`config.mk`:
```
export PLATFORM = sky130hd
export DESIGN_NAME = rect_decrypt
export DESIGN_NICKNAME = d
export VERILOG_FILES = /design/src/rtl/rect_pkg.sv /design/src/rtl/rect_inv_sbox.sv /design/src/rtl/rect_decrypt.sv
export SDC_FILE = /design/constraint.sdc
export NUM_CORES = 1
export LEC_CHECK = 0
export ABC_AREA = 1
export CAP_MARGIN = 10
export CELL_PAD_IN_SITES_DETAIL_PLACEMENT = 0
export CELL_PAD_IN_SITES_GLOBAL_PLACEMENT = 1
export CORE_ASPECT_RATIO = 1.5
export CORE_MARGIN = 2
export CORE_UTILIZATION = 42
export CTS_CLUSTER_SIZE = 20
export DETAILED_ROUTE_END_ITERATION = 10
export GPL_TIMING_DRIVEN = 0
export PLACE_DENSITY = 0.95
export SLEW_MARGIN = 15
export SYNTH_ARGS = -nofsm -noshare
export SYNTH_HDL_FRONTEND = slang
export SYNTH_SLANG_ARGS = --single-unit
export TNS_END_PERCENT = 10
```
`constraint.sdc`:
```
create_clock -name clk -period 3.3 [get_ports clk]
set_clock_uncertainty 0.1 [all_clocks]
set_input_delay 0.33 -clock clk [delete_from_list [all_inputs] [get_ports clk]]
set_output_delay 0.33 -clock clk [all_outputs]
set_load 0.005 [all_outputs]
```
`src/rtl/rect_pkg.sv`:
```
// Shared constants for the RECTANGLE-80 decryptor: round count, row rotations,
// S-box tables, round constants and the FSM state type.
package rect_pkg;

  localparam int NR = 25;
  localparam int ROT [4] = '{0, 1, 12, 13};
  localparam logic [4:0] RC_LAST = 5'(NR - 1);

  localparam logic [3:0] SBOX [16] = '{
    4'h6, 4'h5, 4'hC, 4'hA, 4'h1, 4'hE, 4'h7, 4'h9,
    4'hB, 4'h0, 4'h3, 4'hD, 4'h8, 4'hF, 4'h4, 4'h2
  };

  localparam logic [3:0] INV_SBOX [16] = '{
    4'h9, 4'h4, 4'hF, 4'hA, 4'hE, 4'h1, 4'h0, 4'h6,
    4'hC, 4'h7, 4'h3, 4'h8, 4'h2, 4'hB, 4'h5, 4'hD
  };

  // 5-bit LFSR sequence rc' = {rc[3:0], rc[4]^rc[2]} seeded with 0x01
  localparam logic [4:0] RC [NR] = '{
    5'h01, 5'h02, 5'h04, 5'h09, 5'h12, 5'h05, 5'h0B, 5'h16, 5'h0C,
    5'h19, 5'h13, 5'h07, 5'h0F, 5'h1F, 5'h1E, 5'h1C, 5'h18, 5'h11,
    5'h03, 5'h06, 5'h0D, 5'h1B, 5'h17, 5'h0E, 5'h1D
  };

  typedef enum logic [1:0] {IDLE, KEXP, DEC, FIN} state_t;

  function automatic logic [15:0] rotl16(input logic [15:0] x, input int n);
    rotl16 = (x << n) | (x >> (16 - n));
  endfunction

  function automatic logic [15:0] rotr16(input logic [15:0] x, input int n);
    rotr16 = (x >> n) | (x << (16 - n));
  endfunction

endpackage

```
`src/rtl/rect_inv_sbox.sv`:
```
// Combinational 4-bit RECTANGLE inverse S-box.
module rect_inv_sbox
  import rect_pkg::*;
(
  input  logic [3:0] i_nib,
  output logic [3:0] o_nib
);

  assign o_nib = INV_SBOX[i_nib];

endmodule

```
`src/rtl/rect_decrypt.sv`:
```
// Iterative RECTANGLE-80 decryptor: expands the master key to K25, then runs the rounds backwards.
// Optional RECT_DEC_KEYCACHE_EN caches K25 for a repeated master key and skips expansion.
module rect_decrypt
  import rect_pkg::*;
(
  input  logic        clk,
  input  logic        rst,
  input  logic        start,
  input  logic [63:0] ct_in,
  input  logic [79:0] key_in,
  output logic        busy,
  output logic        done,
  output logic [63:0] pt_out
);

  // IDLE wait start | KEXP forward key steps to K25 | DEC inverse rounds | FIN emit plaintext
  state_t      r_state, w_next;
  logic [63:0] r_state_reg, r_pt;
  logic [79:0] r_key;
  logic [4:0]  r_rcnt;
  logic        r_done;
  logic        w_hit;
  logic [79:0] w_key_load;
  logic [4:0]  w_rc;

  assign w_rc = RC[r_rcnt];

  logic [63:0] w_x, w_sh, w_inv;
  logic [3:0]  w_scol [16];

  assign w_x  = r_state_reg ^ r_key[63:0];
  assign w_sh = {rotr16(w_x[63:48], ROT[3]), rotr16(w_x[47:32], ROT[2]),
                 rotr16(w_x[31:16], ROT[1]), rotr16(w_x[15:0], ROT[0])};

  for (genvar j = 0; j < 16; j++) begin : g_state_sb
    rect_inv_sbox u_sb (
      .i_nib({w_sh[48+j], w_sh[32+j], w_sh[16+j], w_sh[j]}),
      .o_nib(w_scol[j])
    );
  end

  always_comb begin
    w_inv = '0;
    for (int j = 0; j < 16; j++) begin
      w_inv[j]    = w_scol[j][0];
      w_inv[16+j] = w_scol[j][1];
      w_inv[32+j] = w_scol[j][2];
      w_inv[48+j] = w_scol[j][3];
    end
  end

  logic [15:0] w_fs [4];
  logic [3:0]  w_fnib;
  logic [79:0] w_key_fwd;

  always_comb begin
    w_fnib = '0;
    for (int i = 0; i < 4; i++) w_fs[i] = r_key[16*i +: 16];
    for (int j = 0; j < 4; j++) begin
      w_fnib      = SBOX[{r_key[48+j], r_key[32+j], r_key[16+j], r_key[j]}];
      w_fs[0][j]  = w_fnib[0];
      w_fs[1][j]  = w_fnib[1];
      w_fs[2][j]  = w_fnib[2];
      w_fs[3][j]  = w_fnib[3];
    end
    w_key_fwd = {w_fs[0],
                 rotl16(w_fs[3], 12) ^ r_key[79:64],
                 w_fs[3],
                 w_fs[2],
                 rotl16(w_fs[0], 8) ^ w_fs[1] ^ {11'd0, w_rc}};
  end

  // Inverse key step undoes the row mixing first, then the S-box on the low four columns
  logic [15:0] w_ir0, w_ir1, w_ir2, w_ir3, w_ir4;
  logic [3:0]  w_kcol [4];
  logic [15:0] w_kr [4];
  logic [79:0] w_key_inv;

  assign w_ir0 = r_key[79:64];
  assign w_ir1 = r_key[15:0] ^ {11'd0, w_rc} ^ rotl16(r_key[79:64], 8);
  assign w_ir2 = r_key[31:16];
  assign w_ir3 = r_key[47:32];
  assign w_ir4 = r_key[63:48] ^ rotl16(r_key[47:32], 12);

  for (genvar j = 0; j < 4; j++) begin : g_key_sb
    rect_inv_sbox u_sb (
      .i_nib({w_ir3[j], w_ir2[j], w_ir1[j], w_ir0[j]}),
      .o_nib(w_kcol[j])
    );
  end

  always_comb begin
    w_kr[0] = w_ir0;
    w_kr[1] = w_ir1;
    w_kr[2] = w_ir2;
    w_kr[3] = w_ir3;
    for (int j = 0; j < 4; j++) begin
      w_kr[0][j] = w_kcol[j][0];
      w_kr[1][j] = w_kcol[j][1];
      w_kr[2][j] = w_kcol[j][2];
      w_kr[3][j] = w_kcol[j][3];
    end
    w_key_inv = {w_ir4, w_kr[3], w_kr[2], w_kr[1], w_kr[0]};
  end

`ifdef RECT_DEC_KEYCACHE_EN
  logic [79:0] r_cache_key, r_cache_k25;
  logic        r_cache_vld;

  assign w_hit      = r_cache_vld && (key_in == r_cache_key);
  assign w_key_load = w_hit ? r_cache_k25 : key_in;

  always_ff @(posedge clk) begin
    if (rst) begin
      r_cache_key <= '0;
      r_cache_k25 <= '0;
      r_cache_vld <= 1'b0;
    end else begin
      if (r_state == IDLE && start && !w_hit) begin
        r_cache_key <= key_in;
        r_cache_vld <= 1'b0;
      end
      if (r_state == KEXP && r_rcnt == RC_LAST) begin
        r_cache_k25 <= w_key_fwd;
        r_cache_vld <= 1'b1;
      end
    end
  end
`else
  assign w_hit      = 1'b0;
  assign w_key_load = key_in;
`endif

  always_ff @(posedge clk) begin
    if (rst) r_state <= IDLE;
    else     r_state <= w_next;
  end

  always_comb begin
    w_next = r_state;
    case (r_state)
      IDLE:    if (start) w_next = w_hit ? DEC : KEXP;
      KEXP:    if (r_rcnt == RC_LAST) w_next = DEC;
      DEC:     if (r_rcnt == 5'd0) w_next = FIN;
      FIN:     w_next = IDLE;
      default: w_next = IDLE;
    endcase
  end

  always_comb begin
    busy   = (r_state != IDLE);
    done   = r_done;
    pt_out = r_pt;
  end

  always_ff @(posedge clk) begin
    if (rst) begin
      r_state_reg <= '0;
      r_key       <= '0;
      r_rcnt      <= '0;
      r_done      <= 1'b0;
      r_pt        <= '0;
    end else begin
      r_done <= 1'b0;
      case (r_state)
        IDLE: if (start) begin
          r_state_reg <= ct_in;
          r_key       <= w_key_load;
          r_rcnt      <= w_hit ? RC_LAST : 5'd0;
        end
        KEXP: begin
          r_key <= w_key_fwd;
          if (r_rcnt != RC_LAST) r_rcnt <= r_rcnt + 5'd1;
        end
        DEC: begin
          r_state_reg <= w_inv;
          r_key       <= w_key_inv;
          if (r_rcnt != 5'd0) r_rcnt <= r_rcnt - 5'd1;
        end
        FIN: begin
          r_pt   <= r_state_reg ^ r_key[63:0];
          r_done <= 1'b1;
        end
        default: ;
      endcase
    end
  end

endmodule

```
==> results.py, run 1 <==
metrics = {
    "yosys": {
        "synth-edff-count": 0,
        "synth_area_per_cell_sq_um": 6.719,
        "synthesis.nets": 2363,
        "ys_ff_latch": 216,
        "synth-main-ff-cell": "dfxtp_1",
        "synth_seq_area_share_pct": 29.95,
        "synth.distinct_cells": 45,
        "synth_area_sq_um": 14440,
        "yosysWarnings": 0,
        "syn_inst": 2149,
        "synthArstFlopShare_pct": 0,
    },
    "worst_setup_path": {
        "timing.rr.end": "r_state_reg[59]",
        "path_max_fanout": 10,
        "crit_type": "register to register",
        "critPathArrivalTime_ns": 3.41,
        "r2r_start": "r_state[0]",
        "critPathBufInv": 4,
        "max_stage_delay_ns": 0.84,
        "cp_common_cell": "clkbuf_1",
        "crit_chain": "inv_1, ha_1, buf_2, clkbuf_1, clkbuf_1, nand3_1, o211ai_1, a21oi_1",
        "r2r_cells": 8,
        "ff2ff_setup_slack_ns": 0.21,
        "path_delay_family": "buffers and inverters",
        "worst_setup_path_start_kind": "register",
        "worstPathRequired_ns": 3.62,
        "crit_path_end_kind": "register",
        "cp_slowest_cell": "clkbuf_1",
    },
    "drt": {
        "drt_first_pass_iters": 5,
        "wl_per_cell_um": 23.69,
        "postRouteAntennaNets": 0,
        "finalWirelength_um": 67030,
        "drc": 0,
        "num_vias": 16540,
        "drtIter0Drc": 1441,
        "vias_per_cell": 5.846,
    },
    "pwr": {
        "fin_total_pwr_mw": 19.47,
        "power_leakage_nw": 7.576,
        "p_per_area_nw_per_um2": 1086,
        "ir_worst_vdd_v": 0.0004860,
    },
    "clock_network": {
        "clkTransAtPathRegs_ns": 0.07,
        "postCtsSetupBuffers": 0,
        "insertion_delay_ns": 0.56,
        "cts_resized": 0,
        "cts_tree": "yes",
        "htreeDepth": 1,
        "numCtsBuffers": 25,
        "cts_root_buf": "clkbuf_16",
        "clock_path_buffers": 3,
        "cts_hold_buf": 0,
        "cts_sinks": 216,
    },
    "timing": {
        "finalCriticalPeriod_ns": 3.093,
        "finalHoldViolCount": 0,
        "slew_viol_final": 0,
        "period_share_pct": 93.73,
        "worst_pin_slew_ns": 1.062,
        "relSlewSlack_pct": 29.20,
        "final-setup-viol-count": 0,
        "setup-tns-final_ns": 0,
        "rsz0062_at_grt": "false",
        "fmax_ghz": 0.3233,
    },
    "final_layout": {
        "final.fill_count": 3456,
        "layout_commonest_cell": "nand2_1",
        "layout_common_cells": "nand2_1, a21oi_1, o21ai_0, inv_1, dfxtp_1",
        "drive_gt1_share_pct": 5.405,
        "num_antenna_cells": 0,
        "area_growth_syn_to_layout_pct": 24.18,
        "largest_register_ffs": 80,
        "fin_nets": 2601,
        "multi_input_area_sq_um": 8673,
        "ff_latch_area_sq_um": 4324,
    },
    "floorplan": {
        "core-area_sq_um": 34060,
        "die-area_sq_um": 35910,
        "start_util_pct": 42.39,
        "rows": 83,
        "fp.dieW_um": 155.4,
        "pin_count": 213,
        "die_h_um": 231.1,
    },
    "place": {
        "port-buffer-count": 211,
        "place_congestion": 0.9759,
        "dp.final_hpwl_um": 52670,
    },
    "global_routing": {
        "grt_max_degree": 14,
        "track_usage_pct": 36.43,
        "antenna_found_initial": 0,
        "grt.overflow.total": 0,
        "grt_pass1_vias": 15890,
        "grt_pass1_wl_um": 97750,
    },
    "hold_path": {
        "min_path_type": "input pin to register",
        "min_to": "r_key[28]",
        "hold_start": "key_in[28]",
        "hold_depth": 3,
    },
    "outcome": {
        "outcome": "completed",
    },
    "job": {
        "cap_violations": 0,
    },
}
-- cell type report --
type                       instances  share of cell area [%]
clock inverter                    11                  0.6629
clock buffer                      34                   4.068
timing repair buffer             211                   11.78
tap                              425                   2.965
inverter                         229                   4.849
sequential                       216                   24.11
multi-input combinational       1568                   48.37
buffer                           136                   3.196
-- stage by stage --
stage | std cells | setup slack (ns) | utilization (%) | area (sq um) | hold slack, ns
finish | 2830 | 0.2068 | 52.64 | 17930 | 0.3158
global route | 2830 | 0.09334 | 52.64 | 17930 | 0.3295
CTS | 2830 | 0.2390 | 52.64 | 17930 | 0.3049
detailed placement | 2785 | 0.2471 | 50.15 | 17080 | 0.3681
global placement | 2785 | 0.2973 | 50.15 | 17080 | 0.3646
floorplan | 2149 | 1.108 | - | 14440 | 0.3579
-- tightest hold or removal path, stage by stage --
cell and delay (ns):
clkdlybuf4s50_1 0.39, o21ai_0 0.14, a21oi_1 0.06
-- Yosys cell counts (4+ instances only) --
cell type,n,area (sq um)
dfxtp_1,216,4324
or2_2,14,87.58
o211ai_1,134,1006
xnor2_1,58,508.0
o221ai_1,8,70.07
inv_1,219,822.0
nor2_1,110,412.9
buf_1,14,52.55
a221o_1,4,40.04
buf_4,4,30.03
inv_2,8,30.03
o21ai_1,4,20.02
nand2_2,13,81.33
ha_1,66,825.8
nand2_1,369,1385
o21a_1,4,30.03
clkbuf_1,95,356.6
xor2_1,7,61.31
a21oi_1,314,1572
o21ai_0,290,1451
nand3_2,6,60.06
a311o_1,9,90.09
or2_1,9,56.30
buf_2,20,100.1
nand3_1,112,560.5
a221oi_1,7,61.31
-- routing by layer --
metal	vias to the layer above	part of all wire [%]	global-route usage (%)
met1	7655	37	40.92
met5	-	0	0
met2	837	48	62.25
li1	7801	-	-
met4	0	8.3	26.98
met3	250	7.0	5.329
-- how the worst max path moves through the flow --
stage	start	to	slack, ns	cells after the start
final	r_state[0]	r_state_reg[59]	0.21	8
after global routing	r_state[0]	r_state_reg[59]	0.09	8
after CTS	r_state[0]	r_state_reg[59]	0.24	8
after detailed placement	r_state[0]	r_state_reg[59]	0.25	8
after global placement	r_state[0]	r_state_reg[59]	0.30	8
after floorplan	r_rcnt[0]	r_key[0]	1.11	16
-- cells by family (layout without fill, tap and decap cells) --
| logic type | Yosys count | in the layout | share of synthesized area [%] |
|---|---|---|---|
| flops | 216 | 216 | 29.95 |
| mux | 2 | 2 | 0.1386 |
| fa+ha+maj | 67 | 67 | 5.857 |
| xor+xnor | 65 | 65 | 3.942 |
| compound gates | 789 | 789 | 31.00 |
| simple gates | 645 | 645 | 19.12 |
| buf+inv | 365 | 621 | 9.991 |
-- report_power, final --
| group | switching (mW) | total (mW) | internal [mW] |
|---|---|---|---|
| combinational | 8.01 | 11.9 | 3.89 |
| sequential | 1.16 | 4.62 | 3.46 |
| clock | 1.25 | 2.95 | 1.71 |
| total | 10.4 | 19.5 | 9.05 |
Power figures use the tool's default switching activity.
==> inputs of run 2 (changes only) <==
--- a/config.mk
+++ b/config.mk
@@ -9,14 +9,12 @@
 export CAP_MARGIN = 10
 export CELL_PAD_IN_SITES_DETAIL_PLACEMENT = 0
 export CELL_PAD_IN_SITES_GLOBAL_PLACEMENT = 1
-export CORE_ASPECT_RATIO = 1.5
 export CORE_MARGIN = 2
 export CORE_UTILIZATION = 42
 export CTS_CLUSTER_SIZE = 20
 export DETAILED_ROUTE_END_ITERATION = 10
 export GPL_TIMING_DRIVEN = 0
-export PLACE_DENSITY = 0.95
-export SLEW_MARGIN = 15
+export PLACE_DENSITY_LB_ADDON = 0.2
 export SYNTH_ARGS = -nofsm -noshare
 export SYNTH_HDL_FRONTEND = slang
 export SYNTH_SLANG_ARGS = --single-unit
==> results.py, run 2 (same netlist as run 1, synthesis figures left out) <==
metrics = {
    "outcome": {
        "outcome": "completed",
    },
    "clock_network": {
        "htreeDepth": 1,
        "cts_tree": "yes",
        "clkTransAtPathRegs_ns": 0.06,
        "cts_root_buf": "clkbuf_16",
        "insertion_delay_ns": 0.57,
        "clock_path_buffers": 3,
        "numCtsBuffers": 28,
        "cts_sinks": 216,
    },
    "worst_setup_path": {
        "crit_path_end_kind": "register",
        "endpoint": "r_state_reg[53]",
        "critical_path.startpoint": "r_state[0]",
        "worstPathRequired_ns": 3.71,
        "r2r_cells": 7,
        "max_stage_delay_ns": 0.67,
        "ff2ff_setup_slack_ns": 0.38,
        "cp_slowest_cell": "clkbuf_1",
        "path_max_fanout": 10,
        "crit_type": "register to register",
        "worst_setup_path_start_kind": "register",
        "critPathArrivalTime_ns": 3.32,
        "crit_chain": "inv_1, ha_1, buf_2, clkbuf_1, clkbuf_1, o211ai_1, a21oi_1",
        "r2r_start": "r_state[0]",
        "timing.rr.end": "r_state_reg[53]",
        "cp_common_cell": "clkbuf_1",
    },
    "place": {
        "place_congestion": 0.9733,
        "dp.final_hpwl_um": 51710,
        "port-buffer-count": 211,
    },
    "final_layout": {
        "drive_gt1_share_pct": 5.357,
        "area_growth_syn_to_layout_pct": 24.63,
        "layout_commonest_cell": "nand2_1",
        "ff_latch_area_sq_um": 4324,
        "final.fill_count": 3439,
        "multi_input_area_sq_um": 8673,
        "layout_common_cells": "nand2_1, a21oi_1, o21ai_0, inv_1, dfxtp_1",
        "num_antenna_cells": 0,
        "largest_register_ffs": 80,
        "fin_nets": 2604,
    },
    "drt": {
        "drc": 0,
        "finalWirelength_um": 67180,
        "drt_first_pass_iters": 5,
        "num_vias": 16470,
        "vias_per_cell": 5.768,
        "wl_per_cell_um": 23.52,
        "postRouteAntennaNets": 0,
        "drtIter0Drc": 1639,
    },
    "pwr": {
        "ir_worst_vdd_v": 0.0005290,
        "seq_power_share_pct": 23.1,
        "p_int_mw": 9.100,
        "p_switching_mw": 10.47,
        "swShare_pct": 53.50,
        "pwr-share-comb_pct": 61.4,
        "clkPwrFrac_pct": 15.4,
        "p_per_area_nw_per_um2": 1087,
        "power_leakage_nw": 7.594,
    },
    "floorplan": {
        "rows": 67,
        "core-area_sq_um": 33700,
        "die-area_sq_um": 35880,
        "die_h_um": 189.4,
        "fp.dieW_um": 189.4,
        "start_util_pct": 42.85,
        "pin_count": 213,
    },
    "timing": {
        "fin_hold_ws_ns": 0.3215,
        "setup-tns-final_ns": 0,
        "finalCriticalPeriod_ns": 2.915,
        "fmax_ghz": 0.3430,
        "period_share_pct": 88.34,
        "finalHoldViolCount": 0,
        "worst_pin_slew_ns": 1.172,
        "rsz0062_at_grt": "false",
        "relSlewSlack_pct": 21.34,
        "final-setup-viol-count": 0,
        "slew_viol_final": 0,
    },
    "global_routing": {
        "track_usage_pct": 36.56,
        "grt.busiest_layer": "met2",
        "grt.overflow.total": 0,
        "antenna_found_initial": 0,
        "grt_use_met2_pct": 58.99,
        "grt_use_met1_pct": 45.37,
        "grt_max_degree": 15,
        "grt_pass1_wl_um": 97790,
        "grt_pass1_vias": 15570,
        "met3_usage_pct": 5.931,
    },
    "job": {
        "cap_violations": 0,
    },
    "hold_path": {
        "min_path_type": "input pin to register",
    },
}
-- run 2: what timing repair did --
action | CTS | global route
setup endpoints to repair | 0 | 2
gates resized for setup | 0 | 3
setup buffers | 0 | 0
hold buffers | 0 | 0
endpoints found under the hold margin | 0 | 0
-- run 2: worst max-delay path: cells and delay by family (launching register included) --
family / cells / cell delay, ns
compound gates: 2 / 0.55
fa+ha+maj: 1 / 0.28
flops: 1 / 0.32
buf+inv: 4 / 1.60
-- run 2: layout make-up --
cell class | instances | area share [%]
multi-input combinational | 1568 | 48.20
sequential | 216 | 24.03
timing repair buffer | 211 | 11.74
inverter | 229 | 4.832
clock buffer | 44 | 4.728
buffer | 136 | 3.191
tap | 448 | 3.115
clock inverter | 4 | 0.1738
-- run 2: metrics by stage --
step / util, % / instances / power [mW] / worst slack [ns] / cell area (sq um)
global placement: 50.78 / 2808 / 16.01 / 0.1530 / 17110
CTS: 53.40 / 2856 / 19.22 / 0.1375 / 17990
global route: 53.40 / 2856 / 20.85 / 0.3003 / 18000
detailed placement: 50.78 / 2808 / 16.16 / 0.1192 / 17110
floorplan: - / 2149 / 11.86 / 1.108 / 14440
finish: 53.40 / 2856 / 19.57 / 0.3849 / 18000
-- run 2: power by group through the flow --
stage               registers [mW]  clock network (mW)  logic, mW
CTS                           4.46                3.03       11.7
global route                  4.59                3.13       13.1
floorplan                     4.09                   0       7.77
detailed placement            4.50                   0       11.7
global placement              4.49                   0       11.5
finish                        4.53                3.02       12.0
-- run 2: worst min path at each step --
stage / start / to / slack, ns / cells after the start
6_report: ct_in[15] / r_state_reg[15] / 0.32 / 3
5_1_grt: key_in[4] / r_key[4] / 0.33 / 3
4_1_cts: ct_in[4] / r_state_reg[4] / 0.31 / 3
3_5_place_dp: pt_out[60] / pt_out[60] / 0.36 / 2
3_3_place_gp: pt_out[39] / pt_out[39] / 0.36 / 2
2_1_floorplan: r_state_reg[61] / r_state_reg[61] / 0.36 / 2
-- run 2: metal layers --
metal  vias to the layer above  part of all wire (%)
li1                       7816                     -
met2                       863                    44
met1                      7594                    40
met4                         0                   7.6
met3                       201                   8.8
met5                         -                     0
==> inputs of run 3 (changes only) <==
--- a/config.mk
+++ b/config.mk
@@ -6,7 +6,7 @@
 export NUM_CORES = 1
 export LEC_CHECK = 0
 export ABC_AREA = 1
-export CAP_MARGIN = 10
+export CAP_MARGIN = 20
 export CELL_PAD_IN_SITES_DETAIL_PLACEMENT = 0
 export CELL_PAD_IN_SITES_GLOBAL_PLACEMENT = 1
 export CORE_MARGIN = 2
==> results.py, run 3 (same netlist as run 1, synthesis figures left out) <==
metrics = {
    "floorplan": {
        "rows": 67,
        "pin_count": 213,
        "fp.dieW_um": 189.4,
        "start_util_pct": 42.85,
        "core-area_sq_um": 33700,
        "die_h_um": 189.4,
        "die-area_sq_um": 35880,
    },
    "worst_setup_path": {
        "path_delay_family": "buffers and inverters",
        "ff2ff_setup_slack_ns": 0.31,
        "critPathBufInv": 5,
        "crit_path_end_kind": "register",
        "timing.rr.end": "r_state_reg[54]",
        "r2r_cells": 9,
        "path_max_fanout": 10,
        "cp_slowest_cell": "clkbuf_1",
        "critPathArrivalTime_ns": 3.29,
        "crit_type": "register to register",
        "worst_setup_path_start_kind": "register",
        "crit_chain": "inv_1, ha_1, buf_2, clkbuf_1, clkbuf_1, buf_6, o211ai_1, o211ai_1, a21oi_1",
        "r2r_start": "r_state[0]",
        "max_stage_delay_ns": 0.56,
        "worstPathRequired_ns": 3.60,
    },
    "drt": {
        "num_vias": 16520,
        "vias_per_cell": 5.783,
        "drc": 0,
        "drt_first_pass_iters": 6,
        "wl_per_cell_um": 23.55,
        "drtIter0Drc": 1618,
        "postRouteAntennaNets": 0,
        "finalWirelength_um": 67280,
    },
    "pwr": {
        "ir_worst_vdd_v": 0.0005325,
        "swShare_pct": 53.56,
        "p_switching_mw": 10.50,
        "pwr-share-comb_pct": 61.4,
        "power_leakage_nw": 7.597,
        "p_int_mw": 9.107,
        "p_per_area_nw_per_um2": 1089,
        "clkPwrFrac_pct": 15.5,
        "fin_total_pwr_mw": 19.61,
        "seq_power_share_pct": 23.1,
    },
    "clock_network": {
        "insertion_delay_ns": 0.57,
        "cts_sinks": 216,
        "htreeDepth": 1,
        "cts_hold_buf": 0,
        "cts_tree": "yes",
        "numCtsBuffers": 28,
        "postCtsSetupBuffers": 0,
        "clock_path_buffers": 3,
        "cts_root_buf": "clkbuf_16",
        "cts_resized": 0,
        "clkTransAtPathRegs_ns": 0.06,
    },
    "timing": {
        "relSlewSlack_pct": 17.37,
        "period_share_pct": 90.56,
        "rsz0062_at_grt": "false",
        "fmax_ghz": 0.3346,
        "worst_pin_slew_ns": 1.231,
        "finalHoldViolCount": 0,
        "finalCriticalPeriod_ns": 2.988,
        "setup-tns-final_ns": 0,
        "slew_viol_final": 0,
        "final-setup-viol-count": 0,
    },
    "global_routing": {
        "grt.overflow.total": 0,
        "grt_max_degree": 15,
        "antenna_found_initial": 0,
        "track_usage_pct": 36.56,
        "grt_pass1_vias": 15570,
        "grt_pass1_wl_um": 97790,
    },
    "hold_path": {
        "hold_depth": 3,
        "min_path_type": "input pin to register",
        "hold_start": "ct_in[15]",
        "min_to": "r_state_reg[15]",
    },
    "place": {
        "place_congestion": 0.9733,
        "port-buffer-count": 211,
        "dp.final_hpwl_um": 51710,
    },
    "final_layout": {
        "layout_common_cells": "nand2_1, a21oi_1, o21ai_0, inv_1, dfxtp_1",
        "drive_gt1_share_pct": 5.355,
        "largest_register_ffs": 80,
        "fin_nets": 2605,
        "area_growth_syn_to_layout_pct": 24.69,
        "layout_commonest_cell": "nand2_1",
        "num_antenna_cells": 0,
    },
    "job": {
        "cap_violations": 0,
    },
    "outcome": {
        "outcome": "completed",
    },
}
==> run 3: cell count changes in the layout (fill, tap and decap cells not counted) <==
cell / before / now
clkbuf_1: 101 / 102
clkbuf_2: 1 / 0
buf_6: 3 / 4
==> run 3: cell type report <==
cell class	count	area (sq um)
Fill cell	3439	15690
Multi-Input combinational cell	1568	8673
Sequential cell	216	4324
Timing Repair Buffer	212	2123
Inverter	229	869.6
Clock buffer	44	850.8
Buffer	136	573.1
Tap cell	448	560.5
Clock inverter	4	31.28
==> run 3: worst reg2reg max path, cell delays in order (launching register included) <==
cell and delay, ns:
dfxtp_1 0.32, inv_1 0.10, ha_1 0.28, buf_2 0.29, clkbuf_1 0.55, clkbuf_1 0.56, buf_6 0.26, o211ai_1 0.15
o211ai_1 0.13, a21oi_1 0.09
==> run 3: worst max path at each step <==
stage          cells past startpoint       start               to  slack [ns]
6_report                           9  r_state[0]  r_state_reg[54]        0.31
5_1_grt                            9  r_state[0]  r_state_reg[54]        0.28
4_1_cts                            8  r_state[0]  r_state_reg[54]        0.14
3_5_place_dp                       8  r_state[0]  r_state_reg[54]        0.12
3_3_place_gp                       8  r_state[0]  r_state_reg[54]        0.15
2_1_floorplan                     16   r_rcnt[0]         r_key[0]        1.11
==> run 3: layer usage <==
metal	part of all wire (%)	vias to the layer above	track usage [%]
met5	0	-	0
li1	-	7822	-
met1	40	7608	45.37
met4	7.5	0	23.35
met3	8.9	202	5.931
met2	44	889	58.99
==> run 3: per-stage QoR <==
step           instance area [sq um]  hold WS (ns)  util [%]  cells  setup WS (ns)
2_1_floorplan                  14440        0.3579         -   2149          1.108
3_3_place_gp                   17110        0.3608     50.78   2808         0.1530
3_5_place_dp                   17110        0.3626     50.78   2808         0.1192
4_1_cts                        17990        0.3130     53.40   2856         0.1375
5_1_grt                        18010        0.3254     53.43   2857         0.2848
6_report                       18010        0.3236     53.43   2857         0.3116
==> run 3: power groups by stage <==
stage | registers (mW) | logic [mW] | clock network (mW)
after floorplan | 4.09 | 7.77 | 0
after detailed placement | 4.50 | 11.7 | 0
after CTS | 4.46 | 11.7 | 3.03
after global routing | 4.59 | 13.1 | 3.13
after global placement | 4.49 | 11.5 | 0
final | 4.53 | 12.0 | 3.04
